File: config.mk
export PLATFORM = sky130hd
export DESIGN_NAME = hazard_controller_flat
export DESIGN_NICKNAME = d
export VERILOG_FILES = /design/src/rtl/pipeline_pkg.sv /design/src/rtl/hazard_controller_if.sv /design/src/rtl/sat_counter.sv /design/src/rtl/hazard_controller.sv /design/src/flat_wrapper.sv
export SDC_FILE = /design/constraint.sdc
export NUM_CORES = 1
export LEC_CHECK = 0
export BUFFER_PORTS_ARGS = -buffer_cell sky130_fd_sc_hd__buf_2
export CAP_MARGIN = 20
export CORE_MARGIN = 4
export CORE_UTILIZATION = 50
export CTS_CLUSTER_SIZE = 30
export DETAILED_ROUTE_END_ITERATION = 8
export PLACE_DENSITY = 0.78
export SYNTH_ARGS = -nofsm -noshare
export SYNTH_HDL_FRONTEND = slang
export SYNTH_SLANG_ARGS = --single-unit
File: constraint.sdc
create_clock -name clk -period 2.42 [get_ports clk]
set_clock_uncertainty 0.1 [all_clocks]
set_input_delay 0.242 -clock clk [delete_from_list [all_inputs] [get_ports clk]]
set_output_delay 0.242 -clock clk [all_outputs]
set_load 0.03 [all_outputs]
File: src/rtl/pipeline_pkg.sv
// Shared types and constants for the pipeline hazard controller.
// Holds the forward-select and FSM encodings and the forward priority helper.
package pipeline_pkg;

  localparam int REG_ADDR_W = 3;
  localparam int CNT_W      = 16;

  typedef logic [REG_ADDR_W-1:0] reg_addr_t;

  typedef enum logic [1:0] {
    FWD_RF = 2'b00,
    FWD_W  = 2'b01,
    FWD_M  = 2'b10
  } fwd_sel_t;

  typedef enum logic {
    ST_RUN      = 1'b0,
    ST_MEM_WAIT = 1'b1
  } state_t;

  // The memory stage holds the younger result, so it beats writeback; x0 is never forwarded.
  function automatic fwd_sel_t fwd_select(input reg_addr_t rs,
                                          input reg_addr_t rd_m, input logic wr_m,
                                          input reg_addr_t rd_w, input logic wr_w);
    if (wr_m && (rd_m != '0) && (rd_m == rs)) return FWD_M;
    if (wr_w && (rd_w != '0) && (rd_w == rs)) return FWD_W;
    return FWD_RF;
  endfunction

endpackage

File: src/rtl/hazard_controller_if.sv
// Pipeline-side hazard bus: stage register addresses and qualifiers in,
// forward selects, stall/flush controls and status counters out.
interface hazard_controller_if;
  import pipeline_pkg::*;

  reg_addr_t        Rs1_D, Rs2_D;
  reg_addr_t        Rs1_E, Rs2_E, RD_E;
  logic             ResultSrcE;
  logic             PCSrcE;
  reg_addr_t        RD_M;
  logic             RegWriteM;
  reg_addr_t        RD_W;
  logic             RegWriteW;
  logic             mem_req_M;
  logic             mem_ready;

  logic [1:0]       ForwardA_E, ForwardB_E;
  logic             StallF, StallD, StallE, StallM;
  logic             FlushD, FlushE;
  logic             mem_timeout;
  logic [CNT_W-1:0] stall_cnt, flush_cnt;

  modport master (
    output Rs1_D, Rs2_D, Rs1_E, Rs2_E, RD_E, ResultSrcE, PCSrcE,
           RD_M, RegWriteM, RD_W, RegWriteW, mem_req_M, mem_ready,
    input  ForwardA_E, ForwardB_E, StallF, StallD, StallE, StallM,
           FlushD, FlushE, mem_timeout, stall_cnt, flush_cnt
  );

  modport slave (
    input  Rs1_D, Rs2_D, Rs1_E, Rs2_E, RD_E, ResultSrcE, PCSrcE,
           RD_M, RegWriteM, RD_W, RegWriteW, mem_req_M, mem_ready,
    output ForwardA_E, ForwardB_E, StallF, StallD, StallE, StallM,
           FlushD, FlushE, mem_timeout, stall_cnt, flush_cnt
  );

endinterface

File: src/rtl/sat_counter.sv
// Saturating up-counter with synchronous clear; sticks at all-ones.
module sat_counter #(
  parameter int W = 16
) (
  input  logic         clk,
  input  logic         clr,
  input  logic         en,
  output logic [W-1:0] cnt
);

  // NOTE: sequential state uses non-blocking assignments so every flop samples pre-edge values.
  always_ff @(posedge clk) begin
    if (clr)
      cnt <= '0;
    else if (en && (cnt != {W{1'b1}}))
      cnt <= cnt + 1'b1;
  end

endmodule

File: src/rtl/hazard_controller.sv
// Hazard unit: operand forwarding, load-use/branch/memory-wait stall and flush
// control, memory wait timeout and stall/flush performance counters.
module hazard_controller
  import pipeline_pkg::*;
#(
  parameter int TIMEOUT_CYC = 255
) (
  input logic                clk,
  input logic                rst,
  hazard_controller_if.slave hz
);

  localparam logic [7:0] TIMEOUT_V = 8'(TIMEOUT_CYC);

  state_t     state;
  logic [7:0] wait_cnt;
  logic       mem_timeout_q;
  logic       wait_c;
  logic       load_use;
  logic       flush_inc;

  // The cycle mem_ready rises completes the access, so the pipeline advances in it.
  assign wait_c   = !hz.mem_ready && ((state == ST_MEM_WAIT) || hz.mem_req_M);
  assign load_use = hz.ResultSrcE && (hz.RD_E != '0) &&
                    ((hz.RD_E == hz.Rs1_D) || (hz.RD_E == hz.Rs2_D));

  assign hz.ForwardA_E = rst ? FWD_RF
                             : fwd_select(hz.Rs1_E, hz.RD_M, hz.RegWriteM, hz.RD_W, hz.RegWriteW);
  assign hz.ForwardB_E = rst ? FWD_RF
                             : fwd_select(hz.Rs2_E, hz.RD_M, hz.RegWriteM, hz.RD_W, hz.RegWriteW);

  // NOTE: every output gets a default first so no path through the block infers a latch.
  always_comb begin
    hz.StallF = 1'b0;
    hz.StallD = 1'b0;
    hz.StallE = 1'b0;
    hz.StallM = 1'b0;
    hz.FlushD = 1'b0;
    hz.FlushE = 1'b0;
    if (!rst) begin
      if (wait_c) begin
        hz.StallF = 1'b1;
        hz.StallD = 1'b1;
        hz.StallE = 1'b1;
        hz.StallM = 1'b1;
      end else begin
        // A taken branch squashes the load-use victim anyway, so fetch follows the branch.
        hz.StallF = load_use && !hz.PCSrcE;
        hz.StallD = load_use && !hz.PCSrcE;
        hz.FlushD = hz.PCSrcE;
        hz.FlushE = load_use || hz.PCSrcE;
      end
    end
  end

  assign flush_inc = !rst && !wait_c && hz.PCSrcE;

  always_ff @(posedge clk) begin
    if (rst) begin
      state         <= ST_RUN;
      wait_cnt      <= '0;
      mem_timeout_q <= 1'b0;
    end else begin
      case (state)
        ST_RUN: begin
          if (hz.mem_req_M && !hz.mem_ready) begin
            state    <= ST_MEM_WAIT;
            wait_cnt <= '0;
          end
        end
        ST_MEM_WAIT: begin
          if (hz.mem_ready) begin
            state <= ST_RUN;
          end else begin
            if (wait_cnt != 8'hFF) wait_cnt <= wait_cnt + 8'd1;
            // Timeout is only flagged; the access may still complete later.
            if ((wait_cnt + 8'd1) >= TIMEOUT_V) mem_timeout_q <= 1'b1;
          end
        end
        default: state <= ST_RUN;
      endcase
    end
  end

  assign hz.mem_timeout = mem_timeout_q;

  sat_counter #(.W(CNT_W)) u_stall_cnt (
    .clk (clk),
    .clr (rst),
    .en  (hz.StallF),
    .cnt (hz.stall_cnt)
  );

  sat_counter #(.W(CNT_W)) u_flush_cnt (
    .clk (clk),
    .clr (rst),
    .en  (flush_inc),
    .cnt (hz.flush_cnt)
  );

endmodule

File: src/flat_wrapper.sv
// flat-port wrapper written by rule: the top's interface ports become plain ports
module hazard_controller_flat import pipeline_pkg::*;
#(
  parameter int TIMEOUT_CYC = 255
)
  (clk, rst, hz_Rs1_D, hz_Rs2_D, hz_Rs1_E, hz_Rs2_E, hz_RD_E, hz_ResultSrcE, hz_PCSrcE, hz_RD_M, hz_RegWriteM, hz_RD_W, hz_RegWriteW, hz_mem_req_M, hz_mem_ready, hz_ForwardA_E, hz_ForwardB_E, hz_StallF, hz_StallD, hz_StallE, hz_StallM, hz_FlushD, hz_FlushE, hz_mem_timeout, hz_stall_cnt, hz_flush_cnt);
  hazard_controller_if hz_i ();
  input logic clk;
  input logic rst;
  input wire logic [$bits(hz_i.Rs1_D)-1:0] hz_Rs1_D;
  input wire logic [$bits(hz_i.Rs2_D)-1:0] hz_Rs2_D;
  input wire logic [$bits(hz_i.Rs1_E)-1:0] hz_Rs1_E;
  input wire logic [$bits(hz_i.Rs2_E)-1:0] hz_Rs2_E;
  input wire logic [$bits(hz_i.RD_E)-1:0] hz_RD_E;
  input wire logic [$bits(hz_i.ResultSrcE)-1:0] hz_ResultSrcE;
  input wire logic [$bits(hz_i.PCSrcE)-1:0] hz_PCSrcE;
  input wire logic [$bits(hz_i.RD_M)-1:0] hz_RD_M;
  input wire logic [$bits(hz_i.RegWriteM)-1:0] hz_RegWriteM;
  input wire logic [$bits(hz_i.RD_W)-1:0] hz_RD_W;
  input wire logic [$bits(hz_i.RegWriteW)-1:0] hz_RegWriteW;
  input wire logic [$bits(hz_i.mem_req_M)-1:0] hz_mem_req_M;
  input wire logic [$bits(hz_i.mem_ready)-1:0] hz_mem_ready;
  output wire logic [$bits(hz_i.ForwardA_E)-1:0] hz_ForwardA_E;
  output wire logic [$bits(hz_i.ForwardB_E)-1:0] hz_ForwardB_E;
  output wire logic [$bits(hz_i.StallF)-1:0] hz_StallF;
  output wire logic [$bits(hz_i.StallD)-1:0] hz_StallD;
  output wire logic [$bits(hz_i.StallE)-1:0] hz_StallE;
  output wire logic [$bits(hz_i.StallM)-1:0] hz_StallM;
  output wire logic [$bits(hz_i.FlushD)-1:0] hz_FlushD;
  output wire logic [$bits(hz_i.FlushE)-1:0] hz_FlushE;
  output wire logic [$bits(hz_i.mem_timeout)-1:0] hz_mem_timeout;
  output wire logic [$bits(hz_i.stall_cnt)-1:0] hz_stall_cnt;
  output wire logic [$bits(hz_i.flush_cnt)-1:0] hz_flush_cnt;
  assign hz_i.Rs1_D = hz_Rs1_D;
  assign hz_i.Rs2_D = hz_Rs2_D;
  assign hz_i.Rs1_E = hz_Rs1_E;
  assign hz_i.Rs2_E = hz_Rs2_E;
  assign hz_i.RD_E = hz_RD_E;
  assign hz_i.ResultSrcE = hz_ResultSrcE;
  assign hz_i.PCSrcE = hz_PCSrcE;
  assign hz_i.RD_M = hz_RD_M;
  assign hz_i.RegWriteM = hz_RegWriteM;
  assign hz_i.RD_W = hz_RD_W;
  assign hz_i.RegWriteW = hz_RegWriteW;
  assign hz_i.mem_req_M = hz_mem_req_M;
  assign hz_i.mem_ready = hz_mem_ready;
  assign hz_ForwardA_E = hz_i.ForwardA_E;
  assign hz_ForwardB_E = hz_i.ForwardB_E;
  assign hz_StallF = hz_i.StallF;
  assign hz_StallD = hz_i.StallD;
  assign hz_StallE = hz_i.StallE;
  assign hz_StallM = hz_i.StallM;
  assign hz_FlushD = hz_i.FlushD;
  assign hz_FlushE = hz_i.FlushE;
  assign hz_mem_timeout = hz_i.mem_timeout;
  assign hz_stall_cnt = hz_i.stall_cnt;
  assign hz_flush_cnt = hz_i.flush_cnt;
  hazard_controller #(.TIMEOUT_CYC(TIMEOUT_CYC)) u_core (.clk(clk), .rst(rst), .hz(hz_i));
endmodule
==> impl_metrics.xml <==
<?xml version="1.0" encoding="UTF-8"?>
<metrics>
  <group name="run_status">
    <metric name="result_of_the_run" unit="">completed</metric>
  </group>
  <group name="sta">
    <metric name="setup_violations" unit="">0</metric>
    <metric name="timing.fmax" unit="GHz">0.496</metric>
    <metric name="worst_hold_slack" unit="ps">109</metric>
    <metric name="final.setup.tns" unit="ps">0</metric>
    <metric name="timing_hold_violations_final" unit="">0</metric>
    <metric name="max_slew_margin" unit="">0.670</metric>
    <metric name="final_period_minus_worst_setup_slack" unit="ps">2020</metric>
    <metric name="final-max-slew-violation-count" unit="">0</metric>
    <metric name="final.period_utilization" unit="">0.833</metric>
    <metric name="rsz0062_at_grt" unit="">false</metric>
    <metric name="slew_at_the_pin_with_the_worst_max_slew_slack" unit="ps">494</metric>
  </group>
  <group name="drt">
    <metric name="route.detailed.wl_per_inst" unit="um">13.7</metric>
    <metric name="via_count_of_the_routed_design" unit="">2266</metric>
    <metric name="drc" unit="">0</metric>
    <metric name="vias_per_cell" unit="">5.57</metric>
    <metric name="first_pass_iters" unit="">4</metric>
    <metric name="drt_iter0_markers" unit="">122</metric>
    <metric name="total_length_of_routed_wires" unit="mm">5.59</metric>
    <metric name="antenna_left" unit="">0</metric>
  </group>
  <group name="yosys">
    <metric name="synth_cell_types" unit="">51</metric>
    <metric name="seq_area_frac_synth" unit="">0.352</metric>
    <metric name="synth_edf_count" unit="">0</metric>
    <metric name="syn_area_per_cell" unit="um^2">8.50</metric>
    <metric name="yosys_warnings" unit="">0</metric>
    <metric name="post-synth-top-area-fraction" unit="">0.352</metric>
    <metric name="asyncSetResetFlopFracSynth" unit="">0</metric>
    <metric name="synth_area" unit="um^2">2390</metric>
    <metric name="synth_seq_cells" unit="">42</metric>
    <metric name="post_synth_main_area_contributors" unit="">sky130_fd_sc_hd__dfxtp_1 (35%), sky130_fd_sc_hd__xor2_1 (8.8%), sky130_fd_sc_hd__nor2_1 (6.8%), sky130_fd_sc_hd__xnor2_1 (6.2%), sky130_fd_sc_hd__nand3_1 (4.8%)</metric>
    <metric name="post_synth_inst_count" unit="">281</metric>
    <metric name="yosys.cell_count.top_type" unit="">sky130_fd_sc_hd__nor2_1</metric>
    <metric name="syn_nets" unit="">314</metric>
    <metric name="synthFlopType" unit="">sky130_fd_sc_hd__dfxtp_1</metric>
    <metric name="synth_top_cell_by_area" unit="">sky130_fd_sc_hd__dfxtp_1</metric>
    <metric name="synth.cells.most_frequent" unit="">sky130_fd_sc_hd__nor2_1 (43), sky130_fd_sc_hd__dfxtp_1 (42), sky130_fd_sc_hd__xor2_1 (24)</metric>
  </group>
  <group name="worst_hold_path">
    <metric name="hold_class" unit="">in2reg</metric>
    <metric name="hp-start" unit="">rst</metric>
  </group>
  <group name="power">
    <metric name="peakVddDrop" unit="uV">245</metric>
    <metric name="power_leakage" unit="nW">1.22</metric>
    <metric name="power_per_cell_area" unit="nW/um^2">491</metric>
  </group>
  <group name="cts">
    <metric name="clock_tree.root_cell" unit="">sky130_fd_sc_hd__clkbuf_8</metric>
    <metric name="postCtsSetupBuffers" unit="">0</metric>
    <metric name="cts_made_buffers" unit="">5</metric>
    <metric name="htree_levels" unit="">2</metric>
    <metric name="insertion_delay" unit="ps">300</metric>
    <metric name="cts.path.max_buffers" unit="">2</metric>
    <metric name="clock_tree_from_tritoncts" unit="">done</metric>
    <metric name="cts_hold_repair.buffers" unit="">0</metric>
    <metric name="postCtsResizedCells" unit="">0</metric>
    <metric name="cts_sinks" unit="">42</metric>
    <metric name="clk_pin_slew" unit="ps">80</metric>
  </group>
  <group name="global_routing">
    <metric name="initial_antenna_violation_count" unit="">0</metric>
    <metric name="gr-total-overflow" unit="">0</metric>
    <metric name="first_global_vias" unit="">2088</metric>
    <metric name="grt_max_degree" unit="">22</metric>
    <metric name="first_pass_grt_wire_length" unit="mm">9.52</metric>
    <metric name="groute.usage.overall" unit="">0.194</metric>
  </group>
  <group name="floorplanning">
    <metric name="die_y" unit="um">77.1</metric>
    <metric name="initial_core_util" unit="">0.534</metric>
    <metric name="floorplan.die_area" unit="um^2">5950</metric>
    <metric name="std_cell_rows" unit="">24</metric>
    <metric name="die_width" unit="um">77.1</metric>
    <metric name="design.core.area" unit="um^2">4470</metric>
    <metric name="boundaryPins" unit="">72</metric>
  </group>
  <group name="placement">
    <metric name="dpl.hpwl" unit="mm">4.27</metric>
    <metric name="placed_cell_area" unit="um^2">2790</metric>
    <metric name="place.port_buffers" unit="">71</metric>
    <metric name="finalWeightedCongestion" unit="">0.825</metric>
  </group>
  <group name="setup_path">
    <metric name="path_class" unit="">reg2reg</metric>
    <metric name="timing.critical_path.from_type" unit="">flip-flop</metric>
    <metric name="timing.critical_path.cells" unit="">ha_1 -&gt; nand3_1 -&gt; nor3_2 -&gt; a41oi_2 -&gt; nand2_1 -&gt; xor2_1 -&gt; nor2_1</metric>
    <metric name="cp_num_buf_inv" unit="">0</metric>
    <metric name="critPathMaxFanout" unit="">9</metric>
    <metric name="critPathRequiredTime" unit="ps">2510</metric>
    <metric name="reg2reg_from" unit="">u_core.u_flush_cnt.cnt[0]</metric>
    <metric name="critical-path-slowest-cell" unit="">sky130_fd_sc_hd__dfxtp_1</metric>
    <metric name="cp_slowest_stage_delay" unit="ps">400</metric>
    <metric name="worst_setup_path_end_kind" unit="">flip-flop</metric>
    <metric name="worstPathArrival" unit="ps">2110</metric>
    <metric name="timing.critical_path.max_delay_family" unit="">simple AND/OR/NAND/NOR gates</metric>
    <metric name="setup.worst_path.start" unit="">u_core.u_flush_cnt.cnt[0]</metric>
  </group>
  <group name="finish">
    <metric name="synthToLayoutAreaGrowth" unit="%">21.3</metric>
    <metric name="num_antenna_cells" unit="">0</metric>
    <metric name="layout.cell_area.non_filler" unit="um^2">2900</metric>
    <metric name="drive_above_1_share" unit="">0.259</metric>
    <metric name="final_net_count" unit="">387</metric>
  </group>
  <group name="flow_run">
    <metric name="max_cap_viol_count" unit="">0</metric>
  </group>
</metrics>
-- metrics by stage --
stage	total power, mW	utilization	setup slack [ps]	std cells
global placement	0.881	0.623	439	399
detailed placement	0.883	0.623	378	399
CTS	1.43	0.647	382	407
floorplan	0.823	-	417	281
global route	1.48	0.647	176	407
finish	1.42	0.647	404	407
-- cells in the final DEF, fill, tap and decap left out, types with 3 or more instances in the layout --
master,instances
sky130_fd_sc_hd__and3_1,7
sky130_fd_sc_hd__clkbuf_8,5
sky130_fd_sc_hd__nor3_1,5
sky130_fd_sc_hd__o21a_1,5
sky130_fd_sc_hd__a21oi_1,12
sky130_fd_sc_hd__xnor2_1,17
sky130_fd_sc_hd__buf_4,3
sky130_fd_sc_hd__nor2_1,43
sky130_fd_sc_hd__nand4_1,5
sky130_fd_sc_hd__nand2_1,17
sky130_fd_sc_hd__or3_1,5
sky130_fd_sc_hd__mux2i_1,4
sky130_fd_sc_hd__inv_1,6
sky130_fd_sc_hd__xor2_1,24
sky130_fd_sc_hd__buf_2,71
sky130_fd_sc_hd__o31ai_1,3
sky130_fd_sc_hd__nand3_1,23
sky130_fd_sc_hd__nor3b_1,5
sky130_fd_sc_hd__ha_1,4
sky130_fd_sc_hd__o21ai_0,8
sky130_fd_sc_hd__dfxtp_1,42
sky130_fd_sc_hd__and2_1,4
-- cells by family after synthesis --
kind of cell               count (synthesis)  synth area share
and+or+nand+nor                          126             0.273
muxes                                      4            0.0168
AOI/OAI and AO/OA                         49             0.157
xor gates and xnor gates                  41             0.150
adders and majority gates                  4            0.0210
DFF                                       42             0.352
buffers and inverters                     15            0.0299
-- layout make-up --
cell class / count / area, um^2
sequential: 42 / 841
inverter: 7 / 26.3
clock inverter: 2 / 37.5
tap: 52 / 65.1
fill: 383 / 1580
clock buffer: 6 / 72.6
multi-input combinational: 224 / 1480
timing repair buffer: 74 / 378
-- worst register-to-register path: cells and delay by family, from the launching register on --
kind / cells / cell delay [ps]
xor gates and xnor gates: 1 / 190
and+or+nand+nor: 4 / 670
AOI/OAI and AO/OA: 1 / 330
DFF: 1 / 400
adders and majority gates: 1 / 230
-- registers in the layout, summed over array words and instances, names as in the netlist --
register                flops
u_core.u_flush_cnt.cnt     16
u_core.wait_cnt             8
u_core.u_stall_cnt.cnt     16
u_core.hz.mem_timeout       1
u_core.state                1
-- path summary, 6_finish.rpt --
| check | to | slack (ps) | cells after the start |
|---|---|---|---|
| hold reg to reg | u_core.hz.mem_timeout | 390 | 2 |
| setup / recovery | u_core.u_flush_cnt.cnt[2] | 400 | 7 |
| setup reg to reg | u_core.u_flush_cnt.cnt[2] | 400 | 7 |
| hold / removal | u_core.u_stall_cnt.cnt[0] | 110 | 2 |
-- per-layer routing --
layer,GRT usage,up-vias,wire length (um)
met5,0,-,0
met4,0.0641,0,69
met3,0.0422,6,348
met2,0.345,69,2740
met1,0.231,1048,2430
li1,-,1143,-
-- power breakdown --
group	internal, mW	total, mW	leakage, nW	switching [mW]
clock	0.308	0.556	0.0514	0.248
combinational	0.0639	0.164	0.830	0.0999
sequential	0.696	0.703	0.339	0.00707
total	1.07	1.42	1.22	0.355
Note: power is estimated with default switching activity, not from simulation.
